### config.mk
export PLATFORM = sky130hd
export DESIGN_NAME = sd_card_dat_reader
export DESIGN_NICKNAME = d
export VERILOG_FILES = /design/src/rtl/sd_card_dat_reader.sv
export SDC_FILE = /design/constraint.sdc
export NUM_CORES = 1
export LEC_CHECK = 0
export BUFFER_PORTS_ARGS = -buffer_cell sky130_fd_sc_hd__buf_2
export CORE_MARGIN = 2
export CORE_UTILIZATION = 50
export DETAILED_ROUTE_END_ITERATION = 8
export GPL_TIMING_DRIVEN = 0
export PLACE_DENSITY = 0.69
export SYNTH_ARGS = -nofsm -noshare
export SYNTH_HDL_FRONTEND = slang
export SYNTH_SLANG_ARGS = --single-unit
### constraint.sdc
create_clock -name clk -period 9 [get_ports clk]
set_input_delay 0.45 -clock clk [delete_from_list [all_inputs] [get_ports clk]]
set_output_delay 0.45 -clock clk [all_outputs]
set_load 0.01 [all_outputs]
### src/rtl/sd_card_dat_reader.sv
// sd_card_dat_reader: 4-bit SD DAT block receiver with per-line CRC16 check,
// byte FIFO and an Avalon-MM register slave.
//
// state        | meaning
// -------------+-------------------------------------------------------------
// S_IDLE       | sd_clk parked low, divider stopped
// S_WAIT_START | sd_clk running, waiting for all-zero start nibble or timeout
// S_DATA       | receiving 2*block_len nibbles, high nibble of each byte first
// S_CRC        | receiving 16 CRC bits per line, MSB first
// S_END        | sampling the end nibble (expected 4'hF)
// S_DONE       | block finished, sd_clk parked low, done flag set
module sd_card_dat_reader #(
   parameter int CLK_DIV    = 4,
   parameter int FIFO_DEPTH = 16
) (
   input  logic        clk,
   input  logic        reset,
   input  logic [1:0]  address,
   input  logic        chipselect,
   input  logic        read,
   input  logic        write_n,
   input  logic [31:0] writedata,
   output logic [31:0] readdata,
   input  logic [3:0]  sd_dat,
   output logic        sd_clk
);

   localparam int              AW          = $clog2(FIFO_DEPTH);
   localparam logic [7:0]      HALF_RELOAD = 8'(CLK_DIV / 2 - 1);
   localparam logic [AW:0]     FULL_LVL    = FIFO_DEPTH[AW:0];
   localparam logic [AW:0]     LVL_ONE     = 1;
   localparam logic [AW-1:0]   PTR_ONE     = 1;

   typedef enum logic [2:0] {
      S_IDLE,
      S_WAIT_START,
      S_DATA,
      S_CRC,
      S_END,
      S_DONE
   } state_t;

   state_t            state;
   logic [3:0]        dat_q;
   logic [7:0]        half_cnt;
   logic [15:0]       wait_cnt;
   logic [10:0]       nib_cnt;
   logic [3:0]        bit_cnt;
   logic [3:0]        byte_hi;
   logic [3:0][15:0]  crc_q;
   logic [3:0][15:0]  crc_nxt;

   logic              done;
   logic [3:0]        crc_err;
   logic              end_err;
   logic              timeout_flag;

   logic [9:0]        block_len;
   logic [15:0]       timeout_val;

   logic [7:0]        mem [FIFO_DEPTH];
   logic [AW-1:0]     wr_ptr;
   logic [AW-1:0]     rd_ptr;
   logic [AW:0]       level;

   logic              busy;
   logic              wr_en;
   logic              wr_ctrl;
   logic              abort_go;
   logic              start_go;
   logic              flush;
   logic              freeze;
   logic              rise;
   logic              push;
   logic              pop;
   logic              fifo_empty;
   logic [10:0]       nib_load;
   logic [31:0]       status;
   logic              unused_wd;

   assign busy       = (state == S_WAIT_START) || (state == S_DATA) ||
                       (state == S_CRC) || (state == S_END);
   assign wr_en      = chipselect && !write_n;
   assign wr_ctrl    = wr_en && (address == 2'd0);
   assign abort_go   = wr_ctrl && writedata[1];
   assign start_go   = wr_ctrl && writedata[0] && !writedata[1] &&
                       ((state == S_IDLE) || (state == S_DONE));
   assign flush      = abort_go || start_go;
   assign fifo_empty = (level == '0);
   // A full FIFO stalls the card only during the low phase, so sd_clk parks low.
   assign freeze     = (state == S_DATA) && (level == FULL_LVL) && !sd_clk;
   assign rise       = busy && !freeze && !sd_clk && (half_cnt == 8'd0);
   assign push       = rise && (state == S_DATA) && !nib_cnt[0] && !abort_go;
   assign pop        = chipselect && read && (address == 2'd1) && !fifo_empty && !flush;
   assign nib_load   = {block_len, 1'b0} - 11'd1;
   assign status     = {8'd0, 8'(level), 7'd0, fifo_empty, timeout_flag, end_err,
                        crc_err, done, busy};
   assign unused_wd  = ^writedata[31:16];

   // Next CRC16 (x^16+x^12+x^5+1) value for each line given the sampled bit
   always_comb begin
      for (int i = 0; i < 4; i++) begin
         crc_nxt[i] = {crc_q[i][14:0], 1'b0} ^
                      ((crc_q[i][15] ^ dat_q[i]) ? 16'h1021 : 16'h0000);
      end
   end

   // Single input register on the DAT pads
   always_ff @(posedge clk or posedge reset) begin
      if (reset) dat_q <= 4'hF;
      else       dat_q <= sd_dat;
   end

   // sd_clk divider: half-period down-counter, parked low outside a transfer
   always_ff @(posedge clk or posedge reset) begin
      if (reset) begin
         sd_clk   <= 1'b0;
         half_cnt <= HALF_RELOAD;
      end else if (!busy || abort_go) begin
         sd_clk   <= 1'b0;
         half_cnt <= HALF_RELOAD;
      end else if (!freeze) begin
         if (half_cnt == 8'd0) begin
            sd_clk   <= ~sd_clk;
            half_cnt <= HALF_RELOAD;
         end else begin
            half_cnt <= half_cnt - 8'd1;
         end
      end
   end

   // Block receive FSM with status flags
   always_ff @(posedge clk or posedge reset) begin
      if (reset) begin
         state        <= S_IDLE;
         wait_cnt     <= '0;
         nib_cnt      <= '0;
         bit_cnt      <= '0;
         byte_hi      <= '0;
         crc_q        <= '0;
         done         <= 1'b0;
         crc_err      <= '0;
         end_err      <= 1'b0;
         timeout_flag <= 1'b0;
      end else if (abort_go) begin
         state <= S_IDLE;
      end else if (start_go) begin
         state        <= S_WAIT_START;
         wait_cnt     <= '0;
         nib_cnt      <= '0;
         bit_cnt      <= '0;
         crc_q        <= '0;
         done         <= 1'b0;
         crc_err      <= '0;
         end_err      <= 1'b0;
         timeout_flag <= 1'b0;
      end else if (rise) begin
         case (state)
            S_WAIT_START: begin
               if (dat_q == 4'h0) begin
                  state   <= S_DATA;
                  nib_cnt <= nib_load;
               end else if (wait_cnt == timeout_val) begin
                  state        <= S_DONE;
                  done         <= 1'b1;
                  timeout_flag <= 1'b1;
               end else begin
                  wait_cnt <= wait_cnt + 16'd1;
               end
            end
            S_DATA: begin
               crc_q <= crc_nxt;
               if (nib_cnt[0]) byte_hi <= dat_q;
               if (nib_cnt == 11'd0) begin
                  state   <= S_CRC;
                  bit_cnt <= 4'd15;
               end else begin
                  nib_cnt <= nib_cnt - 11'd1;
               end
            end
            S_CRC: begin
               crc_q <= crc_nxt;
               if (bit_cnt == 4'd0) begin
                  for (int i = 0; i < 4; i++) crc_err[i] <= |crc_nxt[i];
                  state <= S_END;
               end else begin
                  bit_cnt <= bit_cnt - 4'd1;
               end
            end
            S_END: begin
               end_err <= (dat_q != 4'hF);
               done    <= 1'b1;
               state   <= S_DONE;
            end
            default: state <= state;
         endcase
      end
   end

   // Configuration registers, frozen while a transfer is in progress
   always_ff @(posedge clk or posedge reset) begin
      if (reset) begin
         block_len   <= 10'd512;
         timeout_val <= 16'hFFFF;
      end else if (wr_en && !busy) begin
         if (address == 2'd2) block_len   <= (writedata[9:0] == 10'd0) ? 10'd512 : writedata[9:0];
         if (address == 2'd3) timeout_val <= writedata[15:0];
      end
   end

   // FIFO pointers and fill level
   always_ff @(posedge clk or posedge reset) begin
      if (reset) begin
         wr_ptr <= '0;
         rd_ptr <= '0;
         level  <= '0;
      end else if (flush) begin
         wr_ptr <= '0;
         rd_ptr <= '0;
         level  <= '0;
      end else begin
         if (push) wr_ptr <= wr_ptr + PTR_ONE;
         if (pop)  rd_ptr <= rd_ptr + PTR_ONE;
         if (push && !pop)      level <= level + LVL_ONE;
         else if (pop && !push) level <= level - LVL_ONE;
      end
   end

   // FIFO storage, byte completed on its low nibble
   always_ff @(posedge clk) begin
      if (push) mem[wr_ptr] <= {byte_hi, dat_q};
   end

   // Registered read mux, one cycle of latency
   always_ff @(posedge clk or posedge reset) begin
      if (reset) begin
         readdata <= '0;
      end else begin
         case (address)
            2'd0:    readdata <= status;
            2'd1:    readdata <= fifo_empty ? 32'd0 : {23'd0, 1'b1, mem[rd_ptr]};
            2'd2:    readdata <= {22'd0, block_len};
            default: readdata <= {16'd0, timeout_val};
         endcase
      end
   end

endmodule
== Word-level counts from Yosys, hierarchy flattened ==
Memory sizes are Yosys's and may differ from the RTL's.
Cells that the tools add are included.
Operators by class
  $add $sub $neg: 9
  multiplexer cells: 63
  bitwise logic cells: 11
  eq/ne operators: 23
  reduce and logical (&&, ||, !) cells: 80
Operators by type and width (number)
  64-bit two-way mux: 3
  16-bit two-way mux: 5
  16-bit OR reduction: 4
  16-bit by 13-bit bitwise XOR with 16-bit output: 4
  21-bit one-hot mux with 3 select lines: 1
  13-bit two-way mux: 4
  4-bit two-way mux: 12
  11-bit two-way mux: 4
  5-bit AND reduction: 7
  8-bit two-way mux: 3
  11-bit one-hot mux with 2 select lines: 1
  11-bit by 1-bit subtractor with 11-bit output, second input constant: 2
  1-bit logical AND: 21
  3-bit two-way mux: 7
  2-bit nonzero test: 10
  16-bit by 1-bit adder with 16-bit output, second input constant: 1
  16-bit == test: 1
  1-bit two-way mux: 15
  5-bit two-way mux: 3
  3-bit nonzero test: 5
  3-bit one-hot mux with 4 select lines: 1
  1-bit zero test: 11
  11-bit zero test: 1
  10-bit zero test: 1
  other kinds (35): 59
Word-level totals
  logic and storage cells: 209
  memories: 1
  input bits: 43
  output and inout bits: 33
  register bits: 193
  bits in writable memories: 128
Memory list
  mem: depth 16, bits a word 8, rd ports 1, clocked after Yosys merged registers in 0, write ports 1, line 61  | logic [7:0] mem [FIFO_DEPTH];

== Depth between registers and ports, before layout ==
Gate-level depths: netlist of run 1.
  depth after elaboration: 15
  mapped depth: 13
  mapped depth without buffers: 12

== Worst setup path after synthesis of run 1 ==
OpenSTA, ideal clock, no wires.
  path type: register -> register
  start: register half_cnt[1]
  end: register level[4]
  clock period less this slack: 3.220 ns
  stages on the path, launching flop included: 14
  required time: 8.870 ns
  data arrival time: 3.091 ns
  path buffers: 1
  library setup time: 0.130 ns
  path slack: 5.780 ns
  cell sequence: dfrtp_1 -> inv_1 -> ha_1 -> or3b_1 -> a2111oi_4 -> and3_1 -> clkbuf_1 -> nand2_1 -> fa_1 -> a21o_1 -> a21oi_1 -> or3_1 -> a21oi_1 -> nand3b_1
On the way
  word-level cells in the longest chain between the ends: 8
  elaborated cells on any way between the ends: 11
  classes of those cells: 2 x mux; 9 x reduce/logical
RTL lines
  start, declared: line 45  | logic [7:0] half_cnt;
  start signal, assigned: line 127  | half_cnt <= half_cnt - 8'd1;
  8-bit zero test (*): line 92  | assign rise = busy && !freeze && !sd_clk && (half_cnt == 8'd0);
  1-bit logical AND (*): line 92
  1-bit logical AND (*) (3 in a row): line 93  | assign push = rise && (state == S_DATA) && !nib_cnt[0] && !abort_go;
  1-bit logical AND or 1-bit zero test (tied branches): line 224, 225
  5-bit two-way mux or 1-bit logical AND (tied branches): line 224, 225
  5-bit two-way mux or 3-bit nonzero test (tied branches)
  end signal, assigned: line 224  | if (push && !pop) level <= level + LVL_ONE;
  end signal, assigned: line 225  | else if (pop && !push) level <= level - LVL_ONE;
  end, declared: line 64  | logic [AW:0] level;
Every way passes the cells marked *; elsewhere a longest branch is shown, timed or not.
A chain may end at the register's enable or synchronous reset.

== Final worst setup path of run 1 ==
Same ends and word-level chain as after synthesis.

==> impl_metrics.ini, run 1 <==
[power_and_ir_drop]
pwr-share-clk_pct = 31.6
switching_share_pct = 30.7
intPower_mw = 2.90
total_leakage_power_nw = 6.13
p_per_area_mw_per_mm2 = 263
combinationalPowerShare_pct = 24.2
power_switching_mw = 1.29
ir_worst_vdd_v = 0.000110
p_seq_share_pct = 44.3

[setup_path]
cp_top_family = simple AND/OR/NAND/NOR gates
path_buf_inv = 2
end_kind = flip-flop
crit_fanout = 9
crit_type = reg2reg
cp-start-kind = flip-flop
path_cells = inv_1 > ha_1 > or3b_1 > a2111oi_4 > and3_1 > clkbuf_1 > nand2_1 > fa_1 > a21o_1 > a21oi_1 > nand3_1 > o2111ai_1 > nand3b_1
slowest_stage = a2111oi_4
arrival_ns = 4.23
required_ns = 9.39
startpoint = half_cnt[1]$_DFFE_PP0P_
cpPeakStageDelay_ns = 0.48
r2r-start = half_cnt[1]$_DFFE_PP0P_

[cts]
h-tree-depth = 2
post-cts-setup-buffers = 0
clk_latency_ns = 0.51
cts_num_sinks = 310
cts_tree = yes
cts_hold_buf = 0
numCtsBuffers = 35
path_clk_slew_ns = 0.06
clockBufferDepth = 3
cts_resized = 0
root_buffer = clkbuf_16

[sta]
fin_crit_sh_pct = 42.7
setup_tns_ns = 0
skew_ns = 0.0250
max_freq_mhz = 260
tightest_slew_ns = 1.16
setup_violations = 0
rsz0062_at_grt = false
finalMaxSlewViolations = 0
min_period_ns = 3.85
slew_headroom_pct = 22.4
hold_slack_ns = 0.00387
hold_viol = 0

[finish]
drive_gt1_share_pct = 18.0
num-fill-cells = 2295
design_area_mm2 = 0.0159
diodes = 0
nets = 1309
syn_to_final_growth_pct = 13.2
regArea_mm2 = 0.00843
fin_cells = 1655
multi_input_area_mm2 = 0.00527

[place]
placed_cell_area_mm2 = 0.0148
detailed_place_hpwl_um = 21800
gp_congestion = 0.854
dp.cells = 1592
port_buffers = 48

[status]
status = completed

[drt]
via_count = 9321
wl_per_cell_um = 19.3
wirelength_um = 31900
ant_nets = 0
viasPerCell = 5.63
first_iter_violations = 701
drc = 0
drtPass1Iterations = 5

[synth]
synth_seq_cells = 310
async_flop_share_pct = 58.7
yosysWarnings = 0
synth_area_leaders = dfrtp_1 28%, edfxtp_1 27%, mux4_2 6.4%
synthFlopType = dfrtp_1
synth_cells = 1155
yosysUniqueCellTypes = 70
ys_seq_area_share_pct = 59.9
synth_edf_count = 128
synth_area_leader_cell = dfrtp_1
synth_top_cell_area_share_pct = 28.5
syn_area_per_cell_um2 = 12.2
syn_area_mm2 = 0.0141

[worst_hold_path]
hp-class = in2async

[flow_run]
drv_cap = 0

[global_routing]
grt_pass1_wl_um = 50800
antenna_found_initial = 0
grt_pass1_vias = 9344
grt_overflow = 0
grt_max_degree = 100
grtUsageTotal_pct = 22.3

[floorplanning]
rows = 61
die_width_um = 172
ios = 76
start_util_pct = 50.7
die_height_um = 172
dieArea_mm2 = 0.0295
core_area_mm2 = 0.0277
## placed cells by master (no fill, tap or decap), types with 22 or more instances in the layout
cell / count
nand2_1: 170
dfrtp_1: 160
edfxtp_1: 128
a21oi_1: 99
buf_2: 62
nor2_1: 56
clkbuf_1: 53
o21ai_0: 45
mux4_2: 40
xnor2_1: 36
clkbuf_16: 36
mux2_2: 26
nor3_1: 22
dfstp_2: 22
## synth_stat cells (3+ instances only)
master / instances
or3_1: 12
nor2_1: 56
a221oi_1: 7
o21ai_0: 45
xor2_1: 18
nand3_1: 21
a22o_1: 4
buf_2: 14
and2_1: 19
and4_1: 6
dfrtp_1: 160
xnor2_1: 36
a31oi_1: 8
mux2i_1: 17
nand4_1: 14
nand3b_1: 4
and3_1: 18
a21o_1: 4
mux4_2: 40
a211oi_1: 7
a21oi_1: 99
o211ai_1: 3
buf_4: 11
edfxtp_1: 128
o21ai_1: 4
nor4_1: 21
mux2_2: 26
inv_1: 20
nand2_1: 170
nor3_1: 22
ha_1: 14
buf_1: 5
o21a_1: 4
dfstp_2: 22
a31o_2: 3
nor2b_1: 8
clkbuf_1: 40
nand2b_1: 5
## flip-flops by register name, indices dropped and copies added, names as in the netlist, 5 cells and up
signal / count
readdata: 21
crc_q: 64
mem: 128
level: 5
half_cnt: 8
timeout_val: 16
block_len: 10
wait_cnt: 16
nib_cnt: 11
## metal layers
layer | GRT usage (%) | vias up | part of all wire (%)
met5 | 0 | - | 0
met4 | 6.37 | 0 | 2.4
met3 | 4.53 | 51 | 5.5
met2 | 37.1 | 245 | 48
met1 | 30.0 | 4631 | 44
li1 | - | 4394 | -
## logic make-up (layout without fill, tap and decap cells)
logic type,Yosys count,count (layout),share of synthesized area [%]
adders and majority gates,15,15,1.39
other,1,11,0.0267
DFF,310,310,59.9
AOI/OAI and AO/OA,205,205,8.78
buffers and inverters,90,202,2.82
and+or+nand+nor,395,395,13.8
xor gates and xnor gates,54,54,3.36
muxes,85,85,9.86
## area by class of cell
type	count	share of cell area (%)
Sequential cell	310	52.9
Multi-Input combinational cell	765	33.1
Clock buffer	53	6.31
Tap cell	378	2.97
Buffer	70	2.02
Timing Repair Buffer	49	1.68
Inverter	20	0.519
Clock inverter	10	0.417
## power groups by stage
stage | Combinational, mW | Sequential (mW) | Clock [mW]
2_1_floorplan | 0.760 | 1.83 | 0
3_3_place_gp | 0.989 | 1.88 | 0
3_5_place_dp | 1.01 | 1.88 | 0
4_1_cts | 1.02 | 1.85 | 1.35
5_1_grt | 1.13 | 1.88 | 1.41
6_report | 1.01 | 1.86 | 1.32
## final timing paths
kind | to | slack [ns] | cells past startpoint
worst min-delay path | wait_cnt[12]$_DFFE_PP0P_ | 0.004 | 2
worst min register to register | timeout_flag$_DFFE_PP0P_ | 0.50 | 1
max in group asynchronous | byte_hi[2]$_DFFE_PP0P_ | 8.04 | 3
min in group clk | dat_q[0]$_DFF_PP1_ | 0.04 | 1
worst max register to register | level[4]$_DFFE_PP0P_ | 5.15 | 13
worst max-delay path | level[4]$_DFFE_PP0P_ | 5.15 | 13
## stage by stage
| stage | power [mW] | setup slack, ns | util, % |
|---|---|---|---|
| 3_5_place_dp | 2.89 | 5.22 | 53.6 |
| 4_1_cts | 4.22 | 5.18 | 57.4 |
| 3_3_place_gp | 2.87 | 1.35 | 53.4 |
| 2_1_floorplan | 2.59 | 3.64 | - |
| 6_report | 4.19 | 5.15 | 57.4 |
| 5_1_grt | 4.41 | 4.89 | 57.4 |
No activity file was read; power rests on OpenSTA's default activity.
==> inputs of run 2 (changes only) <==
==> constraint.sdc (replaced) <==
create_clock -name clk -period 3.7 [get_ports clk]
set_input_delay 0.185 -clock clk [delete_from_list [all_inputs] [get_ports clk]]
set_output_delay 0.185 -clock clk [all_outputs]
set_load 0.01 [all_outputs]
==> run 2 against run 1 <==
Against the previous run:
- utilization is 1.5 points higher
- critical path depth down 1
- global-route usage rose by 0.38 points
- sequential power increased by 140%
- die area unchanged
- count of clock-buffer cells in the layout fell by 10
- critical endpoint unchanged
- largest cell class unchanged
- highest routed layer unchanged
==> impl_metrics.ini, run 2 (synthesized netlist as in run 1, its figures left out) <==
[cts]
cts_tree = yes
numCtsBuffers = 34
h-tree-depth = 2
clk_latency_ns = 0.51
root_buffer = clkbuf_16
path_clk_slew_ns = 0.06
cts_num_sinks = 310
clockBufferDepth = 3

[place]
port_buffers = 48
placed_cell_area_mm2 = 0.0149
gp_congestion = 0.871
detailed_place_hpwl_um = 22300

[setup_path]
slowest_stage = fa_1
path_buf_inv = 1
cp_top_family = simple AND/OR/NAND/NOR gates
crit_type = reg2reg
cp-start-kind = flip-flop
required_ns = 4.09
end_kind = flip-flop
arrival_ns = 3.77
crit_fanout = 9
path_cells = inv_1 > ha_1 > or3b_1 > a2111oi_4 > and3_4 > nand2_1 > fa_1 > a21o_1 > a21oi_1 > nand3_1 > o2111ai_1 > nand3b_1
cpPeakStageDelay_ns = 0.44

[global_routing]
grtUsageTotal_pct = 22.7
grtUsageMet3_pct = 3.93
grt_pass1_wl_um = 51300
grt.busiest_layer = met2
grt_pass1_vias = 9468
grt_max_degree = 44
grt_overflow = 0
met1_usage_pct = 30.4
met2_usage_pct = 38.0
antenna_found_initial = 0

[finish]
diodes = 0
final_common_cell = nand2_1
design_area_mm2 = 0.0163
multi_input_area_mm2 = 0.00528
regArea_mm2 = 0.00843
drive_gt1_share_pct = 18.2
top_regs = mem: 128 flops, crc_q: 64 flops, readdata: 21 flops
final_cell_mix = 170 x nand2_1, 160 x dfrtp_1, 128 x edfxtp_1, 99 x a21oi_1, 62 x buf_2
syn_to_final_growth_pct = 16.1
largest_reg_flops = 128
largest_register = mem
nets = 1334
num-fill-cells = 2211

[sta]
finalMaxSlewViolations = 0
fin_crit_sh_pct = 91.4
hold_viol = 0
skew_ns = 0.0186
max_freq_mhz = 296
setup_tns_ns = 0
min_period_ns = 3.38
setup_violations = 0
tightest_slew_ns = 1.10
rsz0062_at_grt = false
slew_headroom_pct = 26.3

[floorplanning]
dieArea_mm2 = 0.0295
die_width_um = 172
ios = 76
start_util_pct = 50.7
die_height_um = 172
core_area_mm2 = 0.0277
rows = 61

[power_and_ir_drop]
switching_share_pct = 30.1
ir_worst_vdd_v = 0.000278
intPower_mw = 7.40
p_per_area_mw_per_mm2 = 649
p_total_mw = 10.6
power_switching_mw = 3.18
total_leakage_power_nw = 6.30
pwr-share-clk_pct = 33.7
p_seq_share_pct = 42.7
combinationalPowerShare_pct = 23.6

[drt]
first_iter_violations = 805
wirelength_um = 32500
drc = 0
wl_per_cell_um = 19.4
ant_nets = 0
via_count = 9500
drtPass1Iterations = 5
viasPerCell = 5.66

[status]
status = completed

[flow_run]
drv_cap = 0

[worst_hold_path]
hp-class = in2reg
-- run 2: changes by cell type in the layout (fill, tap and decap cells not counted), sizes merged --
cell         previous run  this run
clkinv                  8        10
bufinv                  0         6
clkbuf                 93        82
dlygate4sd3             0        21
buf                    79        85
-- run 2: worst register-to-register path, delay by kind of cell, from the launching register on --
| family | cells | cell delay, ns |
|---|---|---|
| simple gates | 5 | 1.18 |
| compound gates | 4 | 0.97 |
| fa+ha+maj | 2 | 0.66 |
| flops | 1 | 0.40 |
| buf+inv | 1 | 0.07 |
-- run 2: area by class of cell --
cell class	instances	area share, %
Clock buffer	43	5.61
Clock inverter	18	1.64
Tap cell	378	2.90
Timing Repair Buffer	76	3.46
Multi-Input combinational cell	765	32.3
Buffer	69	1.95
Inverter	20	0.483
Sequential cell	310	51.6
-- run 2: worst paths after layout --
kind | start | to | slack [ns] | depth (start not counted)
max reg2reg | half_cnt[1]$_DFFE_PP0P_ | level[4]$_DFFE_PP0P_ | 0.32 | 12
min in group asynchronous | reset | crc_q[50]$_DFFE_PP0P_ | 0.19 | 3
min | read | rd_ptr[0]$_DFFE_PP0P_ | 0.09 | 3
min reg2reg | done$_DFFE_PP0P_ | done$_DFFE_PP0P_ | 0.50 | 1
max | half_cnt[1]$_DFFE_PP0P_ | level[4]$_DFFE_PP0P_ | 0.32 | 12
max in group asynchronous | reset | dat_q[0]$_DFF_PP1_ | 2.21 | 7
-- run 2: timing repair --
item | in CTS | in global routing
endpoints found under the hold margin | 102 | 0
setup buffers | 0 | 2
hold buffers | 21 | 0
setup endpoints to repair | 1 | 1
pin swaps | 0 | 1
gates resized for setup | 1 | 1
-- run 2: power groups by stage --
stage / sequential (mW) / combinational, mW / clock [mW]
after floorplan: 4.45 / 1.85 / 0
after detailed placement: 4.57 / 2.47 / 0
after global placement: 4.57 / 2.40 / 0
after global routing: 4.58 / 2.76 / 3.76
final: 4.52 / 2.50 / 3.57
after CTS: 4.52 / 2.49 / 3.61
-- run 2: metrics by stage --
step           hold WS (ns)  utilization (%)  worst slack [ns]  std cells
3_3_place_gp          0.290             53.5           -0.0483       1591
2_1_floorplan         0.189                -             0.480       1165
3_5_place_dp          0.179             53.8            -0.117       1596
6_report             0.0878             58.9             0.320       1679
4_1_cts              0.0727             58.8            0.0962       1677
5_1_grt              0.0885             58.9            0.0728       1679
-- run 2: per-layer routing --
layer  routed length (µm)  part of all wire [%]
met3                 1810                   5.6
met4                  837                   2.6
met1                14000                    43
met2                15900                    49
met5                    0                     0
==> inputs of run 3 (changes only) <==
--- a/config.mk
+++ b/config.mk
@@ -10,6 +10,7 @@
 export CORE_UTILIZATION = 50
 export DETAILED_ROUTE_END_ITERATION = 8
 export GPL_TIMING_DRIVEN = 0
+export HOLD_SLACK_MARGIN = 0.12
 export PLACE_DENSITY = 0.69
 export SYNTH_ARGS = -nofsm -noshare
 export SYNTH_HDL_FRONTEND = slang
==> run 3 against run 2 <==
Against the previous run:
- largest cell class unchanged
- sequential power about the same
- highest routed layer unchanged
- final cell count grew 0.12%
- utilization up 0.072 points
- worst setup slack worse by 0.0048 ns
- hold slack improved by 0.10 ns
- count of clock-buffer cells in the layout is the same
- first-iteration DRC count fell by 0.99%
- combinational power is essentially flat
- clock power barely moved
==> impl_metrics.ini, run 3 (synthesized netlist as in run 1, its figures left out) <==
[setup_path]
arrival_ns = 3.78
cp-start-kind = flip-flop
crit_fanout = 9
r2r_end = level[4]$_DFFE_PP0P_
reg2reg_slack_ns = 0.31
r2r-start = half_cnt[1]$_DFFE_PP0P_
required_ns = 4.09
startpoint = half_cnt[1]$_DFFE_PP0P_
end_kind = flip-flop
crit_type = reg2reg
ff2ff_path_depth = 12

[cts]
cts_num_sinks = 310
cts_tree = yes
path_clk_slew_ns = 0.06
root_buffer = clkbuf_16
h-tree-depth = 2
clk_latency_ns = 0.51
clockBufferDepth = 3
numCtsBuffers = 34

[finish]
fin_cells = 1681
nets = 1336
num-fill-cells = 2211
final_common_cell = nand2_1
largest_register = mem
top_regs = mem: 128 flops, crc_q: 64 flops, readdata: 21 flops
drive_gt1_share_pct = 18.2
regArea_mm2 = 0.00843
largest_reg_flops = 128
multi_input_area_mm2 = 0.00528
diodes = 0
final_cell_mix = 170 x nand2_1, 160 x dfrtp_1, 128 x edfxtp_1, 99 x a21oi_1, 62 x buf_2
syn_to_final_growth_pct = 16.3

[floorplanning]
core_area_mm2 = 0.0277
ios = 76
rows = 61
die_width_um = 172
die_height_um = 172
dieArea_mm2 = 0.0295
start_util_pct = 50.7

[sta]
setup_violations = 0
rsz0062_at_grt = false
min_period_ns = 3.39
max_freq_mhz = 295
finalMaxSlewViolations = 0
hold_viol = 0
skew_ns = 0.0182
tightest_slew_ns = 1.09
setup_tns_ns = 0
slew_headroom_pct = 27.1
fin_crit_sh_pct = 91.5

[power_and_ir_drop]
p_total_mw = 10.6
switching_share_pct = 30.1
intPower_mw = 7.41
power_switching_mw = 3.19
pwr-share-clk_pct = 33.7
p_per_area_mw_per_mm2 = 648
p_seq_share_pct = 42.7
total_leakage_power_nw = 6.31
combinationalPowerShare_pct = 23.6
ir_worst_vdd_v = 0.000278

[drt]
wirelength_um = 32600
viasPerCell = 5.68
first_iter_violations = 797
ant_nets = 0
drtPass1Iterations = 5
drc = 0
wl_per_cell_um = 19.4
via_count = 9549

[global_routing]
grt_overflow = 0
grt_max_degree = 44
grtUsageTotal_pct = 22.7
grt_pass1_wl_um = 51400
antenna_found_initial = 0
grt_pass1_vias = 9482

[status]
status = completed

[place]
gp_congestion = 0.871
detailed_place_hpwl_um = 22300
port_buffers = 48
dp.cells = 1596

[worst_hold_path]
hp-class = in2async

[flow_run]
drv_cap = 0
-- run 3: metrics by stage --
step                      util [%]  hold slack (ns)  setup WS, ns  instance area, µm²
after floorplan                  -            0.189         0.480               14100
after global placement        53.5            0.290       -0.0483               14800
after detailed placement      53.8            0.179        -0.117               14900
after CTS                     58.9            0.175        0.0962               16300
after global routing          59.0            0.201        0.0725               16300
final                         59.0            0.191         0.315               16300
-- run 3: repair_timing --
| item | 4_1_cts | 5_1_grt |
|---|---|---|
| endpoints found under the hold margin | 105 | 0 |
| buffers inserted | 0 | 2 |
| cloned | 0 | 0 |
| endpoints found under the setup margin | 1 | 1 |
| hold buffers | 23 | 0 |
| resized for setup | 1 | 1 |
| pin swaps | 0 | 1 |
-- run 3: power groups by stage --
| stage | logic, mW | registers [mW] | clock network (mW) |
|---|---|---|---|
| 2_1_floorplan | 1.85 | 4.45 | 0 |
| 3_3_place_gp | 2.40 | 4.57 | 0 |
| 3_5_place_dp | 2.47 | 4.57 | 0 |
| 4_1_cts | 2.50 | 4.52 | 3.61 |
| 5_1_grt | 2.77 | 4.58 | 3.76 |
| 6_report | 2.50 | 4.52 | 3.57 |
-- run 3: critical path, cell delays in order (launching register included) --
cell and delay (ns):
dfrtp_1 0.40, inv_1 0.07, ha_1 0.21, or3b_1 0.43, a2111oi_4 0.36, and3_4 0.33
nand2_1 0.17, fa_1 0.45, a21o_1 0.20, a21oi_1 0.27, nand3_1 0.15, o2111ai_1 0.14
nand3b_1 0.10
-- run 3: final cells by class --
type | instances | area share, %
buffer | 69 | 1.94
clock buffer | 43 | 5.60
clock inverter | 18 | 1.64
inverter | 20 | 0.482
multi-input combinational | 765 | 32.3
sequential | 310 | 51.6
tap | 378 | 2.89
timing repair buffer | 78 | 3.58
-- run 3: layer usage --
metal  global-route usage, %  share of wire, %  up-vias
li1                        -                 -     4440
met1                    30.4                43     4758
met2                    38.1                49      290
met3                    3.93               5.6       61
met4                    7.04               2.7        0
met5                       0                 0        -
-- run 3: worst max path at each step --
stage                             endpoint  depth (start not counted)  slack (ns)
floorplan             level[4]$_DFFE_PP0P_                         13        0.48
global placement    byte_hi[1]$_DFFE_PP0P_                          2       -0.05
CTS                   level[4]$_DFFE_PP0P_                         12         0.1
finish                level[4]$_DFFE_PP0P_                         12        0.31
detailed placement    level[4]$_DFFE_PP0P_                         13       -0.12
global route          level[4]$_DFFE_PP0P_                         12        0.07
